File: src/rtl/uart_pkg.sv
// uart_pkg: parity modes, TX FSM encoding and default baud divisor shared by the UART blocks
package uart_pkg;
   localparam int PAR_NONE         = 0;
   localparam int PAR_EVEN         = 1;
   localparam int PAR_ODD          = 2;
   localparam int CLKS_PER_BIT_DEF = 5208;
   typedef enum logic [2:0] {
      S_IDLE   = 3'd0,
      S_START  = 3'd1,
      S_DATA   = 3'd2,
      S_PARITY = 3'd3,
      S_STOP   = 3'd4
   } tx_state_e;
endpackage

File: src/rtl/uart_baud_gen.sv
// uart_baud_gen: bit-period divider; bit_tick marks the last clk of each bit, clear holds the phase at zero
module uart_baud_gen
   import uart_pkg::*;
#(
   parameter int CLKS_PER_BIT = CLKS_PER_BIT_DEF
) (
   input  logic clk,
   input  logic rst,
   input  logic clear,
   output logic bit_tick
);
   localparam int W = $clog2(CLKS_PER_BIT);
   logic [W-1:0] r_cnt;
   assign bit_tick = (r_cnt == W'(CLKS_PER_BIT - 1));
   always_ff @(posedge clk or posedge rst)
      if (rst) r_cnt <= '0;
      else     r_cnt <= (clear || bit_tick) ? '0 : r_cnt + W'(1);
endmodule

File: src/rtl/uart_tx_frame.sv
// uart_tx_frame: double-buffered UART transmitter with configurable width, parity and stop bits
module uart_tx_frame
   import uart_pkg::*;
#(
   parameter int CLKS_PER_BIT = CLKS_PER_BIT_DEF,
   parameter int DATA_BITS    = 8,
   parameter int PARITY       = PAR_NONE,
   parameter int STOP_BITS    = 1
) (
   input  logic                 clk,
   input  logic                 rst,
   input  logic                 in_valid,
   input  logic [DATA_BITS-1:0] in_data,
   output logic                 in_ready,
   output logic                 tx,
   output logic                 busy,
   output logic                 done
);
   localparam int BW = $clog2(DATA_BITS + 1);
   tx_state_e            r_state, w_next;
   logic [DATA_BITS-1:0] r_hold, r_shift;
   logic                 r_hold_full, r_par;
   logic [BW-1:0]        r_bit_cnt;
   logic                 w_tick, w_clear, w_load;
   // baud phase stays at zero while idle so every frame starts on a fresh bit period
   assign w_clear = (r_state == S_IDLE);
   uart_baud_gen #(.CLKS_PER_BIT(CLKS_PER_BIT)) u_baud (
      .clk      (clk),
      .rst      (rst),
      .clear    (w_clear),
      .bit_tick (w_tick)
   );
   always_comb begin
      w_next = r_state;
      unique case (r_state)
         S_IDLE:   if (r_hold_full) w_next = S_START;
         S_START:  if (w_tick) w_next = S_DATA;
         S_DATA:   if (w_tick && r_bit_cnt == BW'(DATA_BITS - 1))
                      w_next = (PARITY != PAR_NONE) ? S_PARITY : S_STOP;
         S_PARITY: if (w_tick) w_next = S_STOP;
         S_STOP:   if (w_tick && r_bit_cnt == BW'(STOP_BITS - 1))
                      w_next = r_hold_full ? S_START : S_IDLE;
         default:  w_next = S_IDLE;
      endcase
   end
   always_ff @(posedge clk or posedge rst)
      if (rst) r_state <= S_IDLE;
      else     r_state <= w_next;
   assign w_load = (w_next == S_START) && (r_state != S_START);
   always_ff @(posedge clk or posedge rst)
      if (rst) begin
         r_hold      <= '0;
         r_hold_full <= 1'b0;
         r_shift     <= '0;
         r_par       <= 1'b0;
         r_bit_cnt   <= '0;
      end else begin
         r_bit_cnt <= (w_next != r_state) ? '0 :
                      (w_tick && (r_state == S_DATA || r_state == S_STOP)) ? r_bit_cnt + BW'(1) : r_bit_cnt;
         if (w_load) begin
            r_shift     <= r_hold;
            r_par       <= (^r_hold) ^ (PARITY == PAR_ODD);
            r_hold_full <= 1'b0;
         end else begin
            if (r_state == S_DATA && w_tick) r_shift <= r_shift >> 1;
            if (in_valid && !r_hold_full) begin
               r_hold      <= in_data;
               r_hold_full <= 1'b1;
            end
         end
      end
   assign in_ready = !r_hold_full;
   assign busy     = (r_state != S_IDLE);
   assign done     = (r_state == S_STOP) && w_tick && (r_bit_cnt == BW'(STOP_BITS - 1));
   assign tx       = (r_state == S_IDLE || r_state == S_STOP) ? 1'b1 :
                     (r_state == S_START) ? 1'b0 :
                     (r_state == S_DATA)  ? r_shift[0] : r_par;
endmodule

File: config.mk
export PLATFORM = sky130hd
export DESIGN_NAME = uart_tx_frame
export DESIGN_NICKNAME = d
export VERILOG_FILES = /design/src/rtl/uart_pkg.sv /design/src/rtl/uart_baud_gen.sv /design/src/rtl/uart_tx_frame.sv
export SDC_FILE = /design/constraint.sdc
export NUM_CORES = 1
export LEC_CHECK = 0
export CAP_MARGIN = 20
export CORE_MARGIN = 3
export CORE_UTILIZATION = 50
export CTS_BUF_LIST = sky130_fd_sc_hd__clkbuf_2
export CTS_CLUSTER_DIAMETER = 60
export CTS_CLUSTER_SIZE = 40
export DETAILED_ROUTE_END_ITERATION = 7
export DONT_BUFFER_PORTS = 1
export SLEW_MARGIN = 40
export SYNTH_ARGS = -nofsm -noshare
export SYNTH_HDL_FRONTEND = slang
export SYNTH_HIERARCHICAL = 1
export SYNTH_SLANG_ARGS = --single-unit
export TNS_END_PERCENT = 20
File: constraint.sdc
create_clock -name clk -period 6.36 [get_ports clk]
set_input_delay 0.318 -clock clk [delete_from_list [all_inputs] [get_ports clk]]
set_output_delay 0.318 -clock clk [all_outputs]
set_load 0.05 [all_outputs]
==> results of run 1 <==
## cell type report
type,count,area [sq um],area share [%]
clock buffer,5,25.02,1.237
timing repair buffer,1,10.01,0.4947
tap,48,60.06,2.968
sequential,38,950.9,47.00
inverter,14,52.55,2.597
multi-input combinational,128,914.6,45.21
clock inverter,2,10.01,0.4947
## where the power goes
part	internal (mW)	switching, mW	leakage, nW
sequential	0.313	0.0671	0.481
combinational	0.113	0.107	0.349
clock	0.0239	0.0763	0.0286
## worst paths after layout
| check | end | slack (ns) | startpoint | cells past startpoint |
|---|---|---|---|---|
| setup / recovery | done | 3.62 | u_baud/r_cnt[5] | 4 |
| hold / removal | r_hold_full | 0.08 | in_valid | 2 |
| setup reg to reg | r_bit_cnt[0] | 3.87 | u_baud/r_cnt[5] | 6 |
| hold reg to reg | u_baud/r_cnt[0] | 0.52 | u_baud/r_cnt[0] | 1 |
| max in group asynchronous | r_hold[1] | 5.57 | rst | 2 |
| min in group asynchronous | u_baud/r_cnt[0] | 0.43 | rst | 2 |
## what timing repair did
item,in CTS,in global routing
endpoints found under the hold margin,38,0
hold buffers,1,0
resized for setup,0,0
## per-layer routing
layer	track usage, %	wire length (um)	vias to the layer above
met5	0	0	-
met4	4.467	18	0
met3	5.255	134	2
met2	25.86	1708	22
met1	25.34	1798	654
li1	-	-	661
## worst register-to-register path: stages (launching register included)
cell	delay [ns]
dfrtp_1	0.50
nor4_1	0.37
and3_1	0.38
and4bb_2	0.32
o211a_1	0.50
nand2b_1	0.26
nor3_1	0.07
## cell families (layout without fill, tap and decap cells)
family	Yosys count	in the layout
mux	16	16
flops	38	38
fa+ha+maj	3	3
buf+inv	21	22
simple gates	55	55
xor+xnor	14	14
compound gates	40	40
## sequential cells by signal, summed over array words and instances, names as in the netlist
name and count:
r_bit_cnt 4, r_hold 8, r_hold_full 1, r_par 1, r_shift 8, r_state 3, u_baud/r_cnt 13
## through the flow
stage	setup WS, ns	hold WS [ns]	cell area [sq um]	cells	power [mW]
floorplan	4.230	0.1950	1949	187	0.5631
global placement	3.968	0.2622	1972	228	0.5972
detailed placement	3.884	0.2717	1978	228	0.6083
CTS	3.581	0.05246	2023	236	0.7089
global route	3.417	0.02996	2023	236	0.7552
finish	3.619	0.08039	2023	236	0.6998
## cells in the mapped netlist, types with 4 or more instances
master / instances / share of area, %
nand2_1: 12 / 2.3
nor3_1: 4 / 1.0
nand3_1: 5 / 1.3
mux2i_1: 8 / 4.1
nor2_1: 9 / 1.7
o21ai_0: 15 / 3.9
a21oi_1: 12 / 3.1
or4_1: 4 / 1.5
or3_1: 4 / 1.3
mux2_2: 8 / 4.6
o31ai_1: 4 / 1.5
inv_1: 13 / 2.5
xnor2_1: 12 / 5.4
dfrtp_1: 38 / 49
==> results_dict.tcl, run 1 <==
set metrics [dict create \
    syn_nets 201 \
    postCtsSetupRepairBufs 0 \
    finalSetupViolations 0 \
    cts-root-buf "clkbuf_2" \
    p_leak_nw 0.8583 \
    netlist_area_sq_um 1949 \
    max_stage_delay_ns 0.50 \
    synthAdderAreaFrac_pct 1.926 \
    hold_viol_final 0 \
    ys_seq_area_share_pct 48.78 \
    antenna_found_initial 0 \
    synth_edf_count 0 \
    dp_hpwl_um 2678 \
    path_buf_inv 0 \
    synth_mux_area_share_pct 8.729 \
    die_x_um 68.44 \
    cp_data_arrival_time_ns 2.42 \
    p_per_area_nw_per_um2 345.9 \
    max_slew_margin_pct 53.50 \
    required_ns 6.04 \
    grt_pass1_wl_um 6113 \
    ys_ff_latch 38 \
    first_pass_iters 4 \
    diodes 0 \
    yosys.area_share.simple_pct 17.59 \
    grt_max_degree 26 \
    place_congestion 0.8900 \
    startpoint_type "register" \
    worst_clock_skew_ns 0.004427 \
    h-tree-depth 2 \
    slew_violations 0 \
    rsz0062_at_grt "false" \
    vdd_drop_max_v 0.0002553 \
    synth-xor-area-share_pct 6.290 \
    totalWireLength_um 3659 \
    finalCritPeriodShare_pct 43.09 \
    via_count 1339 \
    tightest_slew_ns 0.6961 \
    cp_slowest_cell "dfrtp_1" \
    fillers 353 \
    ant_nets 0 \
    mostFrequentLayoutCell "dfrtp_1" \
    initial_core_util_pct 52.46 \
    synth_warnings 6 \
    numCtsBuffers 5 \
    status "complete, no violations" \
    grt_pass1_vias 1285 \
    max_freq_mhz 364.9 \
    grt_use_total_pct 17.65 \
    critical_path_class "register to primary output" \
    final_cell_mix "dfrtp_1, o21ai_0" \
    die_y_um 68.44 \
    grt-ovfl-total 0 \
    path_clk_slew_ns 0.18 \
    hold_path_class "input port to register" \
    coreArea_sq_um 3716 \
    drv_cap 0 \
    ys.flop_type "dfrtp_1" \
    timing.setup.tns_ns 0 \
    cts_buffer_depth 2 \
    synth_compound_area_share_pct 12.07 \
    io_pins 15 \
    drc 0 \
    clk_latency_ns 0.36 \
    crit_fanout 6 \
    synthArstFlopShare_pct 100.0 \
    area_growth_syn_to_layout_pct 3.787 \
    cts_tree "built" \
    utilization_pct 54.44 \
    rows 22 \
    via_per_inst 5.674 \
    synth_top_family_by_area "simple AND/OR/NAND/NOR gates" \
    wl_per_cell_um 15.50 \
    synth.distinct_cells 42 \
    drt_iter0_drc 88 \
    port_buffers 0 \
    nets 202 \
    clkSinkCount 38 \
    syn_avg_cell_area_sq_um 10.42 \
    cp-end-kind "primary output" \
    path_delay_family "simple AND/OR/NAND/NOR gates" \
    cpMostUsedCell "and3_1" \
    cp_cell_sequence "nor4_1 -> and3_1 -> and4bb_2 -> and3_1" \
    drive_above_1_share_pct 14.36 \
    die_area_sq_um 4684 \
    min_period_ns 2.741 \
    synthCells 187 \
]
Note: power is estimated with default switching activity, not from simulation.
==> inputs of run 2 (changes only) <==
Settings changed: PLACE_DENSITY set to 0.68.
Clock period 6.36 ns to 2.5 ns, I/O delays scaled along.
==> run 2 against run 1 <==
Non-clock buffer count increased by 12; total power rose to 3.0 times the previous value; die area stayed put; utilization grew 5.2 points; sequential share of layout area is 4.1 points lower; first-iteration DRC count is 28% higher; routed wire length increased by 5.7%; design area up 9.5%; highest routed layer unchanged; combinational power grew to 2.7 times the previous value; worst hold slack better by 0.11 ns.
==> results_dict.tcl, run 2 (synthesized netlist as in run 1, its figures left out) <==
set metrics [dict create \
    largest_reg_flops 13 \
    hold_path_class "input port to async pin" \
    cp_slowest_cell "dfrtp_1" \
    dp_hpwl_um 2677 \
    die_y_um 68.44 \
    path_clk_slew_ns 0.20 \
    grt_pass1_wl_um 6451 \
    clk_latency_ns 0.41 \
    fillers 303 \
    ant_nets 0 \
    first_pass_iters 7 \
    combPwrFrac_pct 29.2 \
    path_delay_family "simple AND/OR/NAND/NOR gates" \
    h-tree-depth 2 \
    via_count 1430 \
    p_sw_share_pct 33.36 \
    cts_buffer_depth 2 \
    cp-end-kind "primary output" \
    port_buffers 0 \
    antenna_found_initial 0 \
    cp_cell_sequence "nor4_4 -> and3_2 -> and4bb_2 -> and3_4" \
    p_per_area_nw_per_um2 934.1 \
    clockPowerShare_pct 23.5 \
    whs_ns 0.1890 \
    io_pins 15 \
    coreArea_sq_um 3716 \
    via_per_inst 5.743 \
    cts_tree "built" \
    seqPwrFrac_pct 47.3 \
    timing.setup.tns_ns 0 \
    numCtsBuffers 5 \
    wl_per_cell_um 15.54 \
    max_slew_margin_pct 54.18 \
    drive_above_1_share_pct 16.92 \
    postLayoutSetupSlackWorst_ns 0.1750 \
    cp_data_arrival_time_ns 2.20 \
    min_period_ns 2.325 \
    drc 0 \
    diodes 0 \
    p_int_mw 1.379 \
    rows 22 \
    crit_fanout 6 \
    multiInputGateArea_sq_um 935.9 \
    worst_clock_skew_ns 0.01826 \
    tightest_slew_ns 0.6859 \
    dp_slack_ns 0.2110 \
    max_freq_mhz 430.1 \
    p_sw_mw 0.6904 \
    slew_violations 0 \
    rsz0062_at_grt "false" \
    initial_core_util_pct 52.46 \
    regMostFlops "u_baud/r_cnt" \
    die_x_um 68.44 \
    max_stage_delay_ns 0.52 \
    cts-root-buf "clkbuf_2" \
    final_cell_mix "dfrtp_1, o21ai_0" \
    clkSinkCount 38 \
    die_area_sq_um 4684 \
    grt_pass1_vias 1405 \
    finalCritPeriodShare_pct 93.00 \
    vdd_drop_max_v 0.0006908 \
    totalWireLength_um 3869 \
    finalSetupViolations 0 \
    area_growth_syn_to_layout_pct 13.67 \
    required_ns 2.38 \
    grt_max_degree 26 \
    nets 214 \
    critical_path_class "register to primary output" \
    startpoint_type "register" \
    drt_iter0_drc 113 \
    hold_viol_final 0 \
    reg.largest.list "u_baud/r_cnt (13), r_hold (8), r_shift (8)" \
    mostFrequentLayoutCell "dfrtp_1" \
    seqCellArea_sq_um 950.9 \
    grt-ovfl-total 0 \
    p_leak_nw 0.9372 \
    status "complete, no violations" \
    place_congestion 0.8474 \
    grt_use_total_pct 19.05 \
    drv_cap 0 \
    path_buf_inv 0 \
]
==> run 2: cell count changes in the layout (fill, tap and decap cells not counted), sizes merged <==
cell / change
dlygate4sd3: +9
buf: +3
bufinv: +2
clkinv: -1
==> run 2: through the flow <==
| stage | instances | area [sq um] | total power [mW] | utilization (%) |
|---|---|---|---|---|
| 6_report | 249 | 2216 | 2.070 | 59.63 |
| 2_1_floorplan | 187 | 1949 | 1.432 | - |
| 3_3_place_gp | 231 | 1994 | 1.525 | 53.67 |
| 3_5_place_dp | 231 | 1994 | 1.561 | 53.67 |
| 5_1_grt | 249 | 2216 | 2.215 | 59.63 |
| 4_1_cts | 249 | 2197 | 2.066 | 59.12 |
==> run 2: routing by layer <==
layer	up-vias	GRT usage [%]	share of wire, %
li1	687	-	-
met1	699	24.82	45
met2	34	28.84	49
met3	10	5.747	3.9
met4	0	8.933	2.2
met5	-	0	0
==> run 2: path summary, 6_finish.rpt <==
check | startpoint | endpoint | slack [ns] | depth (start not counted)
worst max-delay path | u_baud/r_cnt[5] | done | 0.17 | 4
worst min-delay path | rst | r_hold[7] | 0.19 | 2
worst max register to register | u_baud/r_cnt[0] | r_bit_cnt[0] | 0.30 | 7
worst min register to register | u_baud/r_cnt[0] | u_baud/r_cnt[0] | 0.53 | 1
max in group asynchronous | rst | r_state[2] | 1.95 | 2
min in group clk | in_valid | r_hold[5] | 0.21 | 2
==> run 2: repair_timing <==
| action | CTS | global route |
|---|---|---|
| endpoints found under the setup margin | 1 | 1 |
| buffers inserted | 0 | 0 |
| gates cloned | 0 | 0 |
| gates resized for setup | 3 | 3 |
| hold endpoints to repair | 47 | 0 |
| hold buffers | 10 | 0 |
==> run 2: power by group through the flow <==
stage	combinational [mW]	sequential [mW]	clock, mW
global route	0.690	1.00	0.524
floorplan	0.501	0.931	0
finish	0.605	0.979	0.486
global placement	0.557	0.968	0
CTS	0.601	0.971	0.494
detailed placement	0.580	0.981	0
==> run 2: layout make-up <==
| cell class | count | share of cell area, % |
|---|---|---|
| repair buffers | 13 | 5.534 |
| clock inverters | 3 | 3.106 |
| flip-flops and latches | 38 | 42.91 |
| clock buffers | 5 | 1.129 |
| inverters | 14 | 2.372 |
| well taps | 48 | 2.710 |
| multi-input cells | 128 | 42.24 |
==> inputs of run 3 (changes only) <==
Settings changed: CORE_ASPECT_RATIO set to 1.2.
==> run 3 against run 2 <==
Count of clock-buffer cells in the layout unchanged; die area hardly changed; clock skew rose by 0.0029 ns; sequential cell count is the same; sequential share of layout area grew 1.4 points; clock power shrank 46%; non-clock buffer count stayed put; cell count increased by 1.2%; routed wire length fell by 4.2%; utilization fell by 1.5 points; highest routed layer unchanged.
==> results_dict.tcl, run 3 (synthesized netlist as in run 1, its figures left out) <==
set metrics [dict create \
    area_growth_syn_to_layout_pct 10.14 \
    utilization_pct 58.13 \
    regMostFlops "u_baud/r_cnt" \
    cts_buffer_depth 2 \
    dp_hpwl_um 2645 \
    ant_nets 0 \
    r2r-end "r_bit_cnt[3]" \
    place_congestion 0.7618 \
    nets 214 \
    wl_per_cell_um 14.71 \
    min_period_ns 2.370 \
    timing.setup.tns_ns 0 \
    p_leak_nw 0.9073 \
    via_per_inst 5.635 \
    max_slew_margin_pct 50.24 \
    numCtsBuffers 5 \
    finalCritPeriodShare_pct 94.80 \
    hold_path_class "input port to async pin" \
    cts_tree "built" \
    totalWireLength_um 3706 \
    die_x_um 63 \
    coreArea_sq_um 3694 \
    cp-startpoint "u_baud/r_cnt[5]" \
    r2r_cells 7 \
    p_per_area_nw_per_um2 847.3 \
    final_cell_mix "dfrtp_1, o21ai_0" \
    worst_clock_skew_ns 0.02112 \
    vdd_drop_max_v 0.0004541 \
    crit_fanout 6 \
    postCtsSetupRepairBufs 0 \
    hold_viol_final 0 \
    tightest_slew_ns 0.7449 \
    required_ns 2.38 \
    drt_iter0_drc 77 \
    slew_violations 0 \
    startpoint_type "register" \
    mostFrequentLayoutCell "dfrtp_1" \
    finalSetupViolations 0 \
    io_pins 15 \
    rows 24 \
    critical_path_class "register to primary output" \
    reg.largest.list "u_baud/r_cnt (13), r_hold (8), r_shift (8)" \
    clk_latency_ns 0.41 \
    critPathCapture "done" \
    clkSinkCount 38 \
    grt-ovfl-total 0 \
    cp_data_arrival_time_ns 2.24 \
    cts-root-buf "clkbuf_2" \
    r2r_start "u_baud/r_cnt[0]" \
    path_clk_slew_ns 0.20 \
    grt_use_total_pct 17.36 \
    via_count 1420 \
    h-tree-depth 2 \
    drc 0 \
    grt_pass1_wl_um 6313 \
    drive_above_1_share_pct 16.00 \
    max_freq_mhz 422.0 \
    die_area_sq_um 4687 \
    antenna_found_initial 0 \
    rsz0062_at_grt "false" \
    grt_pass1_vias 1427 \
    initial_core_util_pct 52.78 \
    first_pass_iters 4 \
    cp-end-kind "primary output" \
    diodes 0 \
    status "complete, no violations" \
    largest_reg_flops 13 \
    grt_max_degree 26 \
    drv_cap 0 \
    r2r_slack_ns 0.28 \
    port_buffers 0 \
    die_y_um 74.40 \
    fillers 321 \
]
[run 3: where the power goes]
group,leakage (nW),switching [mW],internal [mW],total [mW]
registers,0.481,0.174,0.795,0.969
logic,0.398,0.285,0.303,0.588
clock network,0.0286,0.202,0.0604,0.263
total,0.907,0.661,1.16,1.82
[run 3: how the worst min path moves through the flow]
stage	from	end	slack (ns)	cells past startpoint
2_1_floorplan	rst	u_baud/r_cnt[0]	0.002	1
4_1_cts	rst	u_baud/r_cnt[4]	0.20	2
6_report	rst	r_hold[4]	0.21	2
3_3_place_gp	rst	u_baud/r_cnt[12]	0.05	1
3_5_place_dp	rst	u_baud/r_cnt[10]	0.05	1
5_1_grt	rst	u_baud/r_cnt[4]	0.22	2
[run 3: cell type report]
type	count	area (sq um)	share of cell area (%)
sequential	38	950.9	44.29
multi-input combinational	128	920.9	42.89
timing repair buffer	13	122.6	5.711
tap	52	65.06	3.030
inverter	14	52.55	2.448
clock buffer	5	25.02	1.166
clock inverter	2	10.01	0.4662
[run 3: repair_timing]
action	4_1_cts	5_1_grt
hold buffers	10	0
gates resized for setup	2	2
pin swaps	0	0
endpoints found under the setup margin	1	1
endpoints found under the hold margin	47	0
gates cloned	0	0
[run 3: routing by layer]
metal	global-route usage (%)	part of all wire [%]
met1	20.02	43
met2	30.36	52
met3	3.474	2.9
met4	10.05	2.2
met5	0	0
[run 3: worst max-delay path: stages (launching register included)]
cell      delay (ns)
dfrtp_1         0.49
nor4_1          0.38
and3_2          0.35
and4bb_2        0.31
and3_4          0.30
[run 3: through the flow]
stage	instance area (sq um)	std cells	power, mW	setup WS, ns	hold slack (ns)
3_5_place_dp	1999	235	1.563	0.2763	0.05341
5_1_grt	2147	252	1.953	0.03381	0.2166
6_report	2147	252	1.819	0.1301	0.2061
4_1_cts	2137	252	1.832	0.05835	0.2020
2_1_floorplan	1949	187	1.432	0.4785	0.001959
3_3_place_gp	1999	235	1.535	0.3367	0.05040
